`config.mk`:
```
export PLATFORM = sky130hd
export DESIGN_NAME = cle02b_sdrd_capture
export DESIGN_NICKNAME = d
export VERILOG_FILES = /design/src/rtl/cle02b_sdrd_capture.sv
export SDC_FILE = /design/constraint.sdc
export NUM_CORES = 1
export LEC_CHECK = 0
export ABC_AREA = 1
export BUFFER_PORTS_ARGS = -buffer_cell sky130_fd_sc_hd__buf_4
export CAP_MARGIN = 10
export CORE_AREA = 5 5 74 76
export DETAILED_ROUTE_END_ITERATION = 8
export DIE_AREA = 0 0 79 81
export PLACE_DENSITY = 0.75
export SLEW_MARGIN = 20
export SYNTH_ARGS = -nofsm -noshare
export SYNTH_HDL_FRONTEND = slang
export SYNTH_SLANG_ARGS = --single-unit
export TNS_END_PERCENT = 20
```
`constraint.sdc`:
```
create_clock -name clk -period 3.35 [get_ports clk]
set_input_delay 0.335 -clock clk [delete_from_list [all_inputs] [get_ports clk]]
set_output_delay 0.335 -clock clk [all_outputs]
set_load 0.03 [all_outputs]
```
`src/rtl/cle02b_sdrd_capture.sv`:
```
// Deserialiser for the CLE02b PAL serial response, feeding a 2-entry valid/ready buffer.
// Optional odd-parity checking of each word is enabled by defining PARITY_CHK_EN.
module cle02b_sdrd_capture #(
    parameter int WIDTH     = 8,
    parameter int TIMEOUT   = 1023,
    parameter int MSB_FIRST = 1
) (
    input  logic                     clk,
    input  logic                     rst,
    input  logic                     acc_stb,
    input  logic                     SSER,
    input  logic                     BA13,
    input  logic                     BA12,
    input  logic                     BR_W,
    input  logic                     SDRD,
    input  logic                     P12,
    input  logic                     Q3,
    output logic [WIDTH-1:0]         out_data,
    output logic                     out_valid,
    input  logic                     out_ready,
    output logic [$clog2(WIDTH):0]   bit_cnt,
    output logic                     ovf,
    output logic                     tmo,
`ifdef PARITY_CHK_EN
    output logic                     perr,
`endif
    input  logic                     err_clr
);

`ifdef PARITY_CHK_EN
    localparam int WL = WIDTH + 1;
`else
    localparam int WL = WIDTH;
`endif
    localparam int BW = $clog2(WIDTH) + 1;
    localparam logic [BW-1:0] LAST_CNT = BW'(WL - 1);
    localparam logic [16:0]   TMO_LIM  = 17'(TIMEOUT);

    typedef enum logic {
        ST_IDLE  = 1'b0,
        ST_SHIFT = 1'b1
    } state_t;

    // Odd parity holds when data plus parity bit carry an odd number of ones.
    function automatic logic odd_par_ok(input logic [WIDTH-1:0] d, input logic p);
        return ^{d, p};
    endfunction

    state_t            state_q, state_d;
    logic [WL-1:0]     sr_q, sr_d;
    logic [BW-1:0]     bit_cnt_q, bit_cnt_d;
    logic [15:0]       tmo_cnt_q, tmo_cnt_d;
    logic [WIDTH-1:0]  e0_q, e0_d, e1_q, e1_d;
    logic [1:0]        fill_q, fill_d;
    logic [WIDTH-1:0]  out_data_q, out_data_d;
    logic              out_valid_q, out_valid_d;
    logic              ovf_q, ovf_d;
    logic              tmo_q, tmo_d;
    logic              perr_q, perr_d;

    logic              qual_s, bit_s;
    logic [WL-1:0]     base_s, sr_ins_s;
    logic [WIDTH-1:0]  word_s;
    logic              par_bit_s;
    logic              word_done_s, tmo_ev_s, ovf_ev_s, perr_ev_s;
    logic              push_s, pop_s;

    assign qual_s = acc_stb & ~SSER & ~BA13 & BA12 & BR_W;
    assign bit_s  = Q3 ? P12 : SDRD;

    // Shift-register insertion point; a fresh word starts from zero.
    always_comb begin
        base_s = (state_q == ST_IDLE) ? {WL{1'b0}} : sr_q;
        if (MSB_FIRST != 0) begin
            sr_ins_s = {base_s[WL-2:0], bit_s};
        end else begin
            sr_ins_s = {bit_s, base_s[WL-1:1]};
        end
    end

    // Split the just-completed frame into data and (optional) parity bit.
    always_comb begin
        word_s    = {WIDTH{1'b0}};
        par_bit_s = 1'b1;
`ifdef PARITY_CHK_EN
        if (MSB_FIRST != 0) begin
            word_s    = sr_ins_s[WL-1:1];
            par_bit_s = sr_ins_s[0];
        end else begin
            word_s    = sr_ins_s[WIDTH-1:0];
            par_bit_s = sr_ins_s[WL-1];
        end
`else
        word_s = sr_ins_s[WIDTH-1:0];
`endif
    end

    // Capture FSM: bit counting, word completion and mid-word inactivity timeout.
    always_comb begin
        state_d     = state_q;
        sr_d        = sr_q;
        bit_cnt_d   = bit_cnt_q;
        tmo_cnt_d   = tmo_cnt_q;
        word_done_s = 1'b0;
        tmo_ev_s    = 1'b0;
        case (state_q)
            ST_IDLE: begin
                tmo_cnt_d = 16'd0;
                if (qual_s) begin
                    sr_d      = sr_ins_s;
                    bit_cnt_d = BW'(1);
                    state_d   = ST_SHIFT;
                end else begin
                    bit_cnt_d = {BW{1'b0}};
                end
            end
            ST_SHIFT: begin
                if (qual_s) begin
                    sr_d      = sr_ins_s;
                    tmo_cnt_d = 16'd0;
                    if (bit_cnt_q == LAST_CNT) begin
                        word_done_s = 1'b1;
                        bit_cnt_d   = {BW{1'b0}};
                        state_d     = ST_IDLE;
                    end else begin
                        bit_cnt_d = bit_cnt_q + BW'(1);
                    end
                end else if (({1'b0, tmo_cnt_q} + 17'd1) == TMO_LIM) begin
                    tmo_ev_s  = 1'b1;
                    tmo_cnt_d = 16'd0;
                    bit_cnt_d = {BW{1'b0}};
                    state_d   = ST_IDLE;
                end else begin
                    tmo_cnt_d = tmo_cnt_q + 16'd1;
                end
            end
            default: begin
                state_d   = ST_IDLE;
                bit_cnt_d = {BW{1'b0}};
                tmo_cnt_d = 16'd0;
            end
        endcase
    end

    assign push_s    = word_done_s;
    assign pop_s     = out_valid_q & out_ready;
    assign perr_ev_s = word_done_s & ~odd_par_ok(word_s, par_bit_s);

    // Two-entry output buffer; a pop always frees room for a same-cycle push.
    always_comb begin
        e0_d     = e0_q;
        e1_d     = e1_q;
        fill_d   = fill_q;
        ovf_ev_s = 1'b0;
        case ({push_s, pop_s})
            2'b01: begin
                e0_d   = e1_q;
                fill_d = fill_q - 2'd1;
            end
            2'b10: begin
                case (fill_q)
                    2'd0: begin
                        e0_d   = word_s;
                        fill_d = 2'd1;
                    end
                    2'd1: begin
                        e1_d   = word_s;
                        fill_d = 2'd2;
                    end
                    default: ovf_ev_s = 1'b1;
                endcase
            end
            2'b11: begin
                if (fill_q == 2'd2) begin
                    e0_d = e1_q;
                    e1_d = word_s;
                end else begin
                    e0_d = word_s;
                end
            end
            default: begin
                fill_d = fill_q;
            end
        endcase
    end

    // Registered head word, valid and sticky error flags (a new event beats err_clr).
    always_comb begin
        out_valid_d = (fill_d != 2'd0);
        if (fill_d != 2'd0) begin
            out_data_d = e0_d;
        end else begin
            out_data_d = out_data_q;
        end
        ovf_d  = ovf_ev_s  | (ovf_q  & ~err_clr);
        tmo_d  = tmo_ev_s  | (tmo_q  & ~err_clr);
        perr_d = perr_ev_s | (perr_q & ~err_clr);
    end

    // State registers with synchronous reset.
    always_ff @(posedge clk) begin
        if (rst) begin
            state_q     <= ST_IDLE;
            sr_q        <= {WL{1'b0}};
            bit_cnt_q   <= {BW{1'b0}};
            tmo_cnt_q   <= 16'd0;
            e0_q        <= {WIDTH{1'b0}};
            e1_q        <= {WIDTH{1'b0}};
            fill_q      <= 2'd0;
            out_data_q  <= {WIDTH{1'b0}};
            out_valid_q <= 1'b0;
            ovf_q       <= 1'b0;
            tmo_q       <= 1'b0;
            perr_q      <= 1'b0;
        end else begin
            state_q     <= state_d;
            sr_q        <= sr_d;
            bit_cnt_q   <= bit_cnt_d;
            tmo_cnt_q   <= tmo_cnt_d;
            e0_q        <= e0_d;
            e1_q        <= e1_d;
            fill_q      <= fill_d;
            out_data_q  <= out_data_d;
            out_valid_q <= out_valid_d;
            ovf_q       <= ovf_d;
            tmo_q       <= tmo_d;
            perr_q      <= perr_d;
        end
    end

    assign out_data  = out_data_q;
    assign out_valid = out_valid_q;
    assign bit_cnt   = bit_cnt_q;
    assign ovf       = ovf_q;
    assign tmo       = tmo_q;
`ifdef PARITY_CHK_EN
    assign perr      = perr_q;
`else
    logic unused_perr_s;
    assign unused_perr_s = perr_q;
`endif

endmodule

```
==> impl_metrics.csv, run 1 <==
group,metric,value,unit
critical_path,required,3570,ps
clock_tree,cts-htree-levels,3,
synthesis,synth_edf_count,0,
timing,finClkSkew,7.52,ps
clock_tree,clk_pin_slew,70,ps
global_route,grt_max_degree,25,
synthesis,async_reset_ff_share,0,%
finish,fillers,439,
clock_tree,clock_sinks,57,
finish,layout.nets,416,
power,seqPwrFrac,45.2,%
critical_path,crit_arrival,3120,ps
floorplanning,coreArea,4660,sq um
clock_tree,post_cts_resized,0,
drt,vias,2394,
floorplanning,die_area,6400,sq um
floorplanning,ios,27,
finish,multi_input_area,1270,sq um
global_route,grt_antenna_before_repair,0,
synthesis,yosys_warnings,0,
clock_tree,cts_tree,"done",
placement,dp.cells,437,
power,clkPwrFrac,46.4,%
clock_tree,clock_latency,350,ps
timing,finalHoldViolCount,0,
drt,totalWireLength,5.56,mm
synthesis,yosysSeqAreaShare,42.8,%
drt,wl_per_cell,12.3,microns
job,cap_violations,0,
timing,period_share,86.6,%
synthesis,syn_avg_cell_area,7.26,sq um
drt,ant_nets,0,
critical_path,worstPathMaxFanout,16,
global_route,gr-total-overflow,0,
power,power.switching,404,uW
power,comb_power_share,8.4,%
critical_path,end_kind,"register",
critical_path,cp-start-kind,"register",
critical_path,path_class,"register to register",
timing,max_freq,0.345,GHz
clock_tree,numCtsBuffers,9,
drt,drc,0,
timing,rsz0062_at_grt,"false",
power,vdd_drop_max,418,uV
timing,tns,0,ps
synthesis,synthCells,367,
clock_tree,cts-root-buf,"clkbuf_8",
drt,drt_iter0_markers,89,
drt,drt_first_pass_iters,4,
placement,dpl.hpwl,4.06,mm
timing,worstMarginPinSlew,654,ps
timing,setup_viol,0,
placement,io_buffers,26,
global_route,grt_pass1_vias,2277,
finish,synthToLayoutAreaGrowth,16.2,%
timing,slew_headroom,56.4,%
timing,layout_min_cycle_time,2900,ps
synthesis,ys_seq_elements,57,
synthesis,synth_area,2660,sq um
placement,gp_congestion,0.781,
floorplanning,start_util,57.2,%
finish,antenna_cells,0,
synthesis,ys_types,31,
drt,vias_per_cell,5.28,
clock_tree,post_cts_buffers,0,
synthesis,ys.flop_type,"dfxtp_1",
clock_tree,cts_hold_buffers,0,
power,p_leak,1.19,nW
power,switching_share,25.6,%
floorplanning,die_height,81,microns
finish,final_cells,453,
finish,seq_area,1140,sq um
global_route,track_usage,19.6,%
worst_hold_path,hp-class,"input port to register",
clock_tree,cts_buffer_depth,2,
power,p_int,1.17,mW
timing,slew_viol_final,0,
synthesis,syn_nets,389,
finish,drive_gt1_share,13.0,%
floorplanning,placementRows,25,
power,power_density,509,nW/um^2
floorplanning,dieWidth,79,microns
outcome,status,"complete, no violations",
global_route,grt_pass1_wl,9.72,mm
## flip-flops by register name, indices dropped and copies added (netlist names)
name,flops
tmo_cnt_q,16
e0_q,8
e1_q,8
out_data,8
sr_q,7
bit_cnt,4
fill_q,2
out_valid,1
ovf,1
state_q,1
tmo,1
## per-stage QoR
stage	hold slack (ps)	setup slack (ps)	cell area [sq um]	power [mW]	util, %
finish	279	449	3100	1.58	66.4
global route	321	18.5	3100	1.64	66.4
CTS	280	452	3100	1.59	66.4
detailed placement	469	482	2870	0.860	61.6
global placement	460	698	2870	0.857	61.6
floorplan	413	678	2660	0.809	-
## cells in the final DEF (no fill, tap or decap), drive strengths merged
master / netlist / routed
o21ai: 20 / 20
nor2: 68 / 68
xor2: 1 / 1
nand4: 10 / 10
nor3: 3 / 3
o211ai: 1 / 1
a21oi: 19 / 19
o221ai: 1 / 1
and3: 1 / 1
a2bb2oi: 1 / 1
a22oi: 8 / 8
or2: 1 / 1
clkinv: 1 / 3
dfxtp: 57 / 57
o21bai: 2 / 2
o22ai: 8 / 8
buf: 5 / 27
nand3: 16 / 16
a211oi: 9 / 9
clkinvlp: 0 / 1
bufinv: 0 / 2
clkbuf: 6 / 9
ha: 10 / 10
nand2: 71 / 71
inv: 48 / 50
## final cells by class
type	instances	area share, %
sequential	57	36.9
clock buffer	9	4.00
clock inverter	7	3.31
tap	54	2.18
inverter	49	5.94
multi-input combinational	250	41.1
timing repair buffer	27	6.55
## synthesized netlist by cell type (6+ instances only)
cell type  count  area (sq um)
clkbuf_1       6          22.5
a21oi_1       19          95.1
a211oi_1       9          67.6
inv_1         48           180
o22ai_1        8          50.1
nand2_1       68           255
nand4_1       10          62.6
ha_1          10           125
o21ai_0       20           100
dfxtp_1       57          1140
a22oi_1        8          60.1
nor2_1        64           240
nand3_1       15          75.1
## critical path, stage by stage (launching register included)
cell and delay, ps:
dfxtp_1 400, ha_1 190, nand2_1 70, nor2_1 130
inv_1 50, nor2_1 120, inv_1 50, nor2_1 210
inv_1 120, ha_1 300, inv_1 70, o21ai_0 360
nand2_1 370, o21ai_0 270, a21oi_1 60
## path summary, 6_finish.rpt
kind | depth (start not counted) | to | start | slack [ps]
max reg2reg | 14 | out_data[0] | bit_cnt[0] | 450
min | 4 | tmo | err_clr | 280
max | 14 | out_data[0] | bit_cnt[0] | 450
min reg2reg | 1 | tmo_cnt_q[0] | tmo_cnt_q[0] | 480
## power by group through the flow
| stage | sequential, mW | clock [mW] | combinational, mW |
|---|---|---|---|
| global placement | 0.726 | 0 | 0.130 |
| detailed placement | 0.727 | 0 | 0.133 |
| finish | 0.711 | 0.731 | 0.132 |
| floorplan | 0.761 | 0 | 0.0475 |
| global route | 0.714 | 0.775 | 0.146 |
| CTS | 0.711 | 0.744 | 0.134 |
## logic make-up after synthesis
kind of cell	Yosys count	share of synthesized area (%)
adders and majority gates	10	4.70
and+or+nand+nor	170	27.3
AOI/OAI and AO/OA	69	15.5
buffers and inverters	60	9.35
DFF	57	42.8
xor gates and xnor gates	1	0.329
## routing by layer
| layer | wire length [microns] | global-route usage [%] |
|---|---|---|
| met4 | 155 | 11.7 |
| met5 | 0 | 0 |
| met3 | 233 | 3.99 |
| met1 | 2410 | 21.6 |
| met2 | 2760 | 34.9 |
(Power assumes the default switching activity.)
==> run 2, diff against run 1 <==
--- a/config.mk
+++ b/config.mk
@@ -6,12 +6,13 @@
 export NUM_CORES = 1
 export LEC_CHECK = 0
 export ABC_AREA = 1
-export BUFFER_PORTS_ARGS = -buffer_cell sky130_fd_sc_hd__buf_4
 export CAP_MARGIN = 10
-export CORE_AREA = 5 5 74 76
+export CORE_AREA = 5 5 73 75
 export DETAILED_ROUTE_END_ITERATION = 8
-export DIE_AREA = 0 0 79 81
-export PLACE_DENSITY = 0.75
+export DIE_AREA = 0 0 78 80
+export DONT_BUFFER_PORTS = 1
+export PLACE_DENSITY = 0.72
+export REMOVE_ABC_BUFFERS = 1
 export SLEW_MARGIN = 20
 export SYNTH_ARGS = -nofsm -noshare
 export SYNTH_HDL_FRONTEND = slang
==> constraint.sdc (replaced) <==
create_clock -name clk -period 3.35 [get_ports clk]
set_input_delay 0.8375 -clock clk [delete_from_list [all_inputs] [get_ports clk]]
set_output_delay 0.8375 -clock clk [all_outputs]
set_load 0.03 [all_outputs]
==> run 2 against run 1 <==
Hold slack better by 200 ps; worst setup slack improved by 160 ps; final cell count down 5.5%; combinational power fell by 60%; non-clock buffer count shrank 24; sequential share of layout area increased by 3.1 points; first-iteration DRC count decreased by 13%; total power is 16% lower; highest routed layer unchanged.
==> impl_metrics.csv, run 2 (synthesized netlist as in run 1, its figures left out) <==
group,metric,value,unit
timing,max_freq,0.364,GHz
worst_hold_path,min-delay-start,"tmo_cnt_q[0]",
power,vdd_drop_max,427,uV
timing,holdWs,477,ps
critical_path,path_delay_family,"simple AND/OR/NAND/NOR gates",
drt,drt_first_pass_iters,4,
timing,slew_viol_final,0,
floorplanning,start_util,57.9,%
finish,synthToLayoutAreaGrowth,7.09,%
power,p_leak,1.04,nW
finish,drive_gt1_share,7.22,%
drt,drc,0,
clock_tree,numCtsBuffers,9,
global_route,gr-total-overflow,0,
drt,ant_nets,0,
placement,dpl.hpwl,3.63,mm
power,power_density,466,nW/um^2
drt,vias_per_cell,5.14,
clock_tree,cts-root-buf,"clkbuf_8",
clock_tree,cts_hold_buffers,0,
drt,vias,2200,
job,cap_violations,0,
critical_path,cpMaxStageDelayCell,"dfxtp_1",
finish,final_cells,428,
timing,fin_ws,605,ps
placement,dp.cells,413,
global_route,grt_antenna_before_repair,0,
critical_path,cp-start-kind,"register",
finish,final_cell_mix,"67 x nand2_1, 64 x nor2_1, 57 x dfxtp_1, 48 x inv_1, 20 x o21ai_0",
critical_path,worstPathMaxFanout,16,
global_route,grt_max_degree,25,
placement,postPlaceCellArea,2690,sq um
critical_path,path_class,"register to register",
drt,met2_length,2.36,mm
timing,rsz0062_at_grt,"false",
floorplanning,dieWidth,78,microns
finish,top_register,"tmo_cnt_q",
critical_path,path_cells,"nand2_1 > nor2_1 > inv_1 > nor2_1 > inv_1 > nor2_1 > ha_1 > inv_1 > or2_2 > o211ai_1 > o21ai_0 > nand2_2 > o21ai_0 > a21oi_1",
placement,dp_slack,282,ps
drt,totalWireLength,4.94,mm
floorplanning,die_height,80,microns
timing,setup_viol,0,
finish,layout.nets,392,
outcome,status,"complete, no violations",
global_route,grt_pass1_vias,2100,
finish,largest_register_ffs,16,
critical_path,crit_arrival,3000,ps
critical_path,r2r-start,"bit_cnt[2]",
finish,design_area,2850,sq um
drt,wl_met1,2.35,mm
placement,gp_congestion,0.844,
critical_path,critPathBufInv,3,
floorplanning,die_area,6240,sq um
critical_path,end_kind,"register",
clock_tree,clock_latency,330,ps
drt,drt_iter0_markers,77,
critical_path,crit_start,"bit_cnt[2]",
timing,finClkSkew,6.42,ps
clock_tree,clk_pin_slew,60,ps
timing,period_share,81.9,%
clock_tree,cts_buffer_depth,2,
timing,worstMarginPinSlew,627,ps
clock_tree,cts-htree-levels,3,
critical_path,required,3600,ps
worst_hold_path,hp-class,"register to register",
clock_tree,cts_tree,"done",
drt,wl_met3,150,microns
global_route,grt_pass1_wl,8.84,mm
floorplanning,ios,27,
drt,wl_per_cell,11.5,microns
timing,layout_min_cycle_time,2740,ps
finish,antenna_cells,0,
floorplanning,placementRows,25,
clock_tree,post_cts_buffers,0,
finish,final_common_cell,"nand2_1",
global_route,track_usage,17.5,%
clock_tree,post_cts_resized,0,
floorplanning,coreArea,4600,sq um
drt,routed.top_layer,"met4",
critical_path,critPathMaxStageDelay,560,ps
timing,finalHoldViolCount,0,
timing,tns,0,ps
placement,io_buffers,0,
clock_tree,clock_sinks,57,
timing,slew_headroom,58.2,%
-- run 2: cell types whose count changed in the layout (fill, tap and decap cells not counted), sizes merged --
cell      change
clkbuf        +2
clkinv        +2
bufinv        -2
clkinvlp      -1
buf          -24
inv           -2
-- run 2: metal layers --
| metal | vias up | GRT usage [%] |
|---|---|---|
| met4 | 0 | 9.12 |
| li1 | 1205 | - |
| met1 | 965 | 20.6 |
| met5 | - | 0 |
| met3 | 8 | 4.63 |
| met2 | 22 | 29.2 |
-- run 2: where the power goes --
part / leakage [nW] / total [mW] / internal [mW] / switching (mW)
clock network: 0.0887 / 0.527 / 0.279 / 0.249
registers: 0.460 / 0.750 / 0.700 / 0.0502
logic: 0.496 / 0.0522 / 0.0166 / 0.0356
total: 1.04 / 1.33 / 0.995 / 0.334
-- run 2: per-stage QoR --
| stage | utilization (%) | power [mW] |
|---|---|---|
| floorplan | - | 0.802 |
| CTS | 62.0 | 1.35 |
| global placement | 58.5 | 0.814 |
| global route | 62.0 | 1.39 |
| detailed placement | 58.5 | 0.816 |
| finish | 62.0 | 1.33 |
-- run 2: final timing paths --
check                  to  cells past startpoint  slack, ps
max           out_data[2]                     14        610
min          tmo_cnt_q[0]                      1        480
min reg2reg  tmo_cnt_q[0]                      1        480
max reg2reg   out_data[2]                     14        610
-- run 2: area by class of cell --
type / instances / area [sq um]
tap: 54 / 67.6
sequential: 57 / 1140
clock inverter: 4 / 20.0
clock buffer: 11 / 141
fill: 421 / 1750
inverter: 49 / 184
multi-input combinational: 250 / 1280
timing repair buffer: 3 / 22.5
-- run 2: worst reg2reg max path, delay by kind of cell (launching register included) --
kind,cells,cell delay [ps]
flops,1,560
compound gates,4,520
fa+ha+maj,1,240
simple gates,6,1180
buf+inv,3,170
==> run 3, diff against run 2 <==
--- a/config.mk
+++ b/config.mk
@@ -5,13 +5,13 @@
 export SDC_FILE = /design/constraint.sdc
 export NUM_CORES = 1
 export LEC_CHECK = 0
-export ABC_AREA = 1
+export ABC_AREA = 0
 export CAP_MARGIN = 10
-export CORE_AREA = 5 5 73 75
+export CORE_AREA = 5 5 76 78
 export DETAILED_ROUTE_END_ITERATION = 8
-export DIE_AREA = 0 0 78 80
+export DIE_AREA = 0 0 81 83
 export DONT_BUFFER_PORTS = 1
-export PLACE_DENSITY = 0.72
+export PLACE_DENSITY = 0.7
 export REMOVE_ABC_BUFFERS = 1
 export SLEW_MARGIN = 20
 export SYNTH_ARGS = -nofsm -noshare
==> constraint.sdc (replaced) <==
create_clock -name clk -period 2.5 [get_ports clk]
set_input_delay 0.625 -clock clk [delete_from_list [all_inputs] [get_ports clk]]
set_output_delay 0.625 -clock clk [all_outputs]
set_load 0.03 [all_outputs]
==> run 3 against run 2 <==
First-iteration DRC count is 7.8% higher; critical path type unchanged; die area is 7.7% higher; largest cell class unchanged; routed wire length is 3.6% higher; final cell count is 5.1% lower; sequential power is 21% higher; sequential share of layout area is 3.0 points lower; global-route usage is 0.62 points lower.
==> impl_metrics.csv, run 3 <==
group,metric,value,unit
timing,slew_viol_final,0,
finish,fillers,459,
worst_hold_path,min-delay-start,"rst",
placement,dp_slack,82.0,ps
critical_path,cp-start-kind,"register",
critical_path,critPathBufInv,1,
synthesis,post-synth-top-count-cell,"dfxtp_1",
drt,drt_iter0_markers,83,
drt,drc,0,
power,vdd_drop_max,381,uV
job,cap_violations,0,
finish,top_register,"tmo_cnt_q",
critical_path,end_kind,"register",
clock_tree,numCtsBuffers,9,
floorplanning,coreArea,5010,sq um
timing,period_share,91.5,%
finish,design_area,3080,sq um
global_route,grt_max_degree,39,
synthesis,yosys-top-cells-area,"dfxtp_1 43%, nor2_1 7.0%, a21oi_1 5.4%",
critical_path,path_common_cell,"nand2_1",
finish,synthToLayoutAreaGrowth,14.9,%
critical_path,r2r-start,"bit_cnt[0]",
synthesis,yosys_warnings,0,
critical_path,required,2750,ps
drt,met2_length,2.57,mm
synthesis,netlist.area_leader.share,42.6,%
timing,max_freq,0.437,GHz
clock_tree,clock_sinks,57,
timing,fin_ws,212,ps
synthesis,yosysSeqAreaShare,42.6,%
critical_path,r2r-end,"out_data[7]",
synthesis,ys_types,47,
synthesis,ys_seq_elements,57,
critical_path,rr_worst_depth,10,
global_route,gr-total-overflow,0,
worst_hold_path,hold_path_depth,1,
finish,multi_input_area,1420,sq um
synthesis,synth_top_cell_by_area,"dfxtp_1",
critical_path,path_class,"register to register",
finish,final_cell_mix,"57 x dfxtp_1, 50 x nor2_1, 29 x a21oi_1, 21 x nand3_1, 19 x nand2_1",
clock_tree,cts_tree,"done",
global_route,grt_antenna_before_repair,0,
critical_path,r2r_slack,210,ps
timing,finClkSkew,7.18,ps
floorplanning,ios,27,
critical_path,path_cells,"ha_1 > nand2_1 > nor3_1 > nand2_1 > ha_1 > a221oi_1 > a21o_1 > nand2_1 > buf_12 > a211oi_1",
finish,antenna_cells,0,
timing,slew_headroom,71.9,%
synthesis,synth_edf_count,0,
drt,wl_met3,177,microns
power,p_int,1.47,mW
clock_tree,cts_hold_buffers,0,
global_route,track_usage,16.9,%
synthesis,synthCells,317,
critical_path,path_delay_family,"adder cells",
critical_path,critPathMaxStageDelay,380,ps
clock_tree,clock_latency,340,ps
power,power.switching,384,uW
global_route,grt_pass1_wl,9.03,mm
placement,io_buffers,0,
drt,routed.top_layer,"met4",
placement,gp_congestion,0.876,
clock_tree,cts-htree-levels,3,
worst_hold_path,min_to,"fill_q[1]",
drt,vias_per_cell,5.42,
floorplanning,start_util,53.5,%
timing,setup_viol,0,
clock_tree,cts_buffer_depth,2,
power,p_leak,1.03,nW
finish,layout.nets,353,
power,power_density,604,nW/um^2
clock_tree,clk_pin_slew,70,ps
timing,layout_min_cycle_time,2290,ps
timing,tns,0,ps
floorplanning,placementRows,26,
finish,drive_gt1_share,13.4,%
synthesis,ys.flop_type,"dfxtp_1",
placement,dpl.hpwl,3.70,mm
synthesis,synth_area,2680,sq um
power,comb_power_share,0.8,%
floorplanning,dieWidth,81,microns
drt,totalWireLength,5.12,mm
drt,ant_nets,0,
outcome,status,"complete, no violations",
worst_hold_path,hp-class,"input port to register",
timing,rsz0062_at_grt,"false",
clock_tree,cts-root-buf,"clkbuf_8",
synthesis,synthTopCellsByCount,"57 x dfxtp_1, 50 x nor2_1, 29 x a21oi_1, 21 x nand3_1, 20 x nand2_1",
synthesis,syn_avg_cell_area,8.45,sq um
power,power,1.86,mW
drt,wl_met1,2.25,mm
critical_path,worstPathMaxFanout,16,
drt,wl_per_cell,12.6,microns
finish,seq_area,1140,sq um
floorplanning,die_height,83,microns
critical_path,crit_arrival,2540,ps
timing,finalHoldViolCount,0,
critical_path,cpMaxStageDelayCell,"ha_1",
synthesis,async_reset_ff_share,0,%
drt,vias,2200,
power,switching_share,20.7,%
power,seqPwrFrac,48.9,%
global_route,grt_pass1_vias,2057,
timing,worstMarginPinSlew,416,ps
finish,final_common_cell,"dfxtp_1",
power,clkPwrFrac,50.2,%
floorplanning,die_area,6720,sq um
placement,postPlaceCellArea,2860,sq um
finish,largest_register_ffs,16,
drt,drt_first_pass_iters,4,
[run 3: changes by cell type after synthesis, moves of 9 or more]
cell and change:
inv_1 -33, nand2_1 -48, nor2_1 -14, xnor2_1 +9
o21ai_0 -13, a21oi_1 +10, nand2b_1 +14
[run 3: metal layers]
metal | global-route usage, % | vias to the layer above
met5 | 0 | -
met2 | 27.6 | 24
li1 | - | 1135
met4 | 9.52 | 0
met1 | 19.6 | 1029
met3 | 4.55 | 12
[run 3: worst max path at each step]
stage	cells past startpoint	endpoint	slack, ps	startpoint
floorplan	8	out_data[2]	-290	BA13
global placement	9	out_data[5]	150	BA13
detailed placement	9	out_data[7]	80	BA13
CTS	8	bit_cnt[0]	140	tmo_cnt_q[0]
global route	10	out_data[2]	2	bit_cnt[0]
finish	10	out_data[7]	210	bit_cnt[0]
[run 3: worst register-to-register path: stages, from the launching register on]
cell	delay, ps
dfxtp_1	330
ha_1	220
nand2_1	60
nor3_1	190
nand2_1	150
ha_1	380
a221oi_1	240
a21o_1	150
nand2_1	90
buf_12	160
a211oi_1	210
[run 3: power groups by stage]
| stage | clock (mW) | sequential, mW | combinational [mW] |
|---|---|---|---|
| detailed placement | 0 | 0.930 | 0.0152 |
| floorplan | 0 | 0.932 | 0.00773 |
| CTS | 0.948 | 0.910 | 0.0152 |
| finish | 0.934 | 0.910 | 0.0150 |
| global placement | 0 | 0.930 | 0.0152 |
| global route | 0.994 | 0.909 | 0.0171 |
[run 3: cells by family after synthesis]
| kind of cell | synth area share (%) |
|---|---|
| mux | 0.747 |
| flops | 42.6 |
| xor+xnor | 4.25 |
| fa+ha+maj | 4.67 |
| simple gates | 26.4 |
| compound gates | 16.5 |
| buf+inv | 4.81 |
[run 3: cell type report]
type / instances / area share (%)
Inverter: 15 / 1.83
Tap cell: 70 / 2.84
Timing Repair Buffer: 18 / 5.20
Multi-Input combinational cell: 230 / 46.2
Clock inverter: 5 / 2.60
Clock buffer: 11 / 4.26
Sequential cell: 57 / 37.0
[run 3: per-stage QoR]
step	hold slack, ps	std cells	utilization, %
2_1_floorplan	444	302	-
3_3_place_gp	451	390	57.0
3_5_place_dp	455	390	57.0
4_1_cts	340	406	61.2
5_1_grt	331	406	61.5
6_report	349	406	61.5
[run 3: what timing repair did]
action                                  4_1_cts  5_1_grt
gates resized for setup                       0        4
endpoints found under the setup margin        0       18
setup buffers                                 0        0
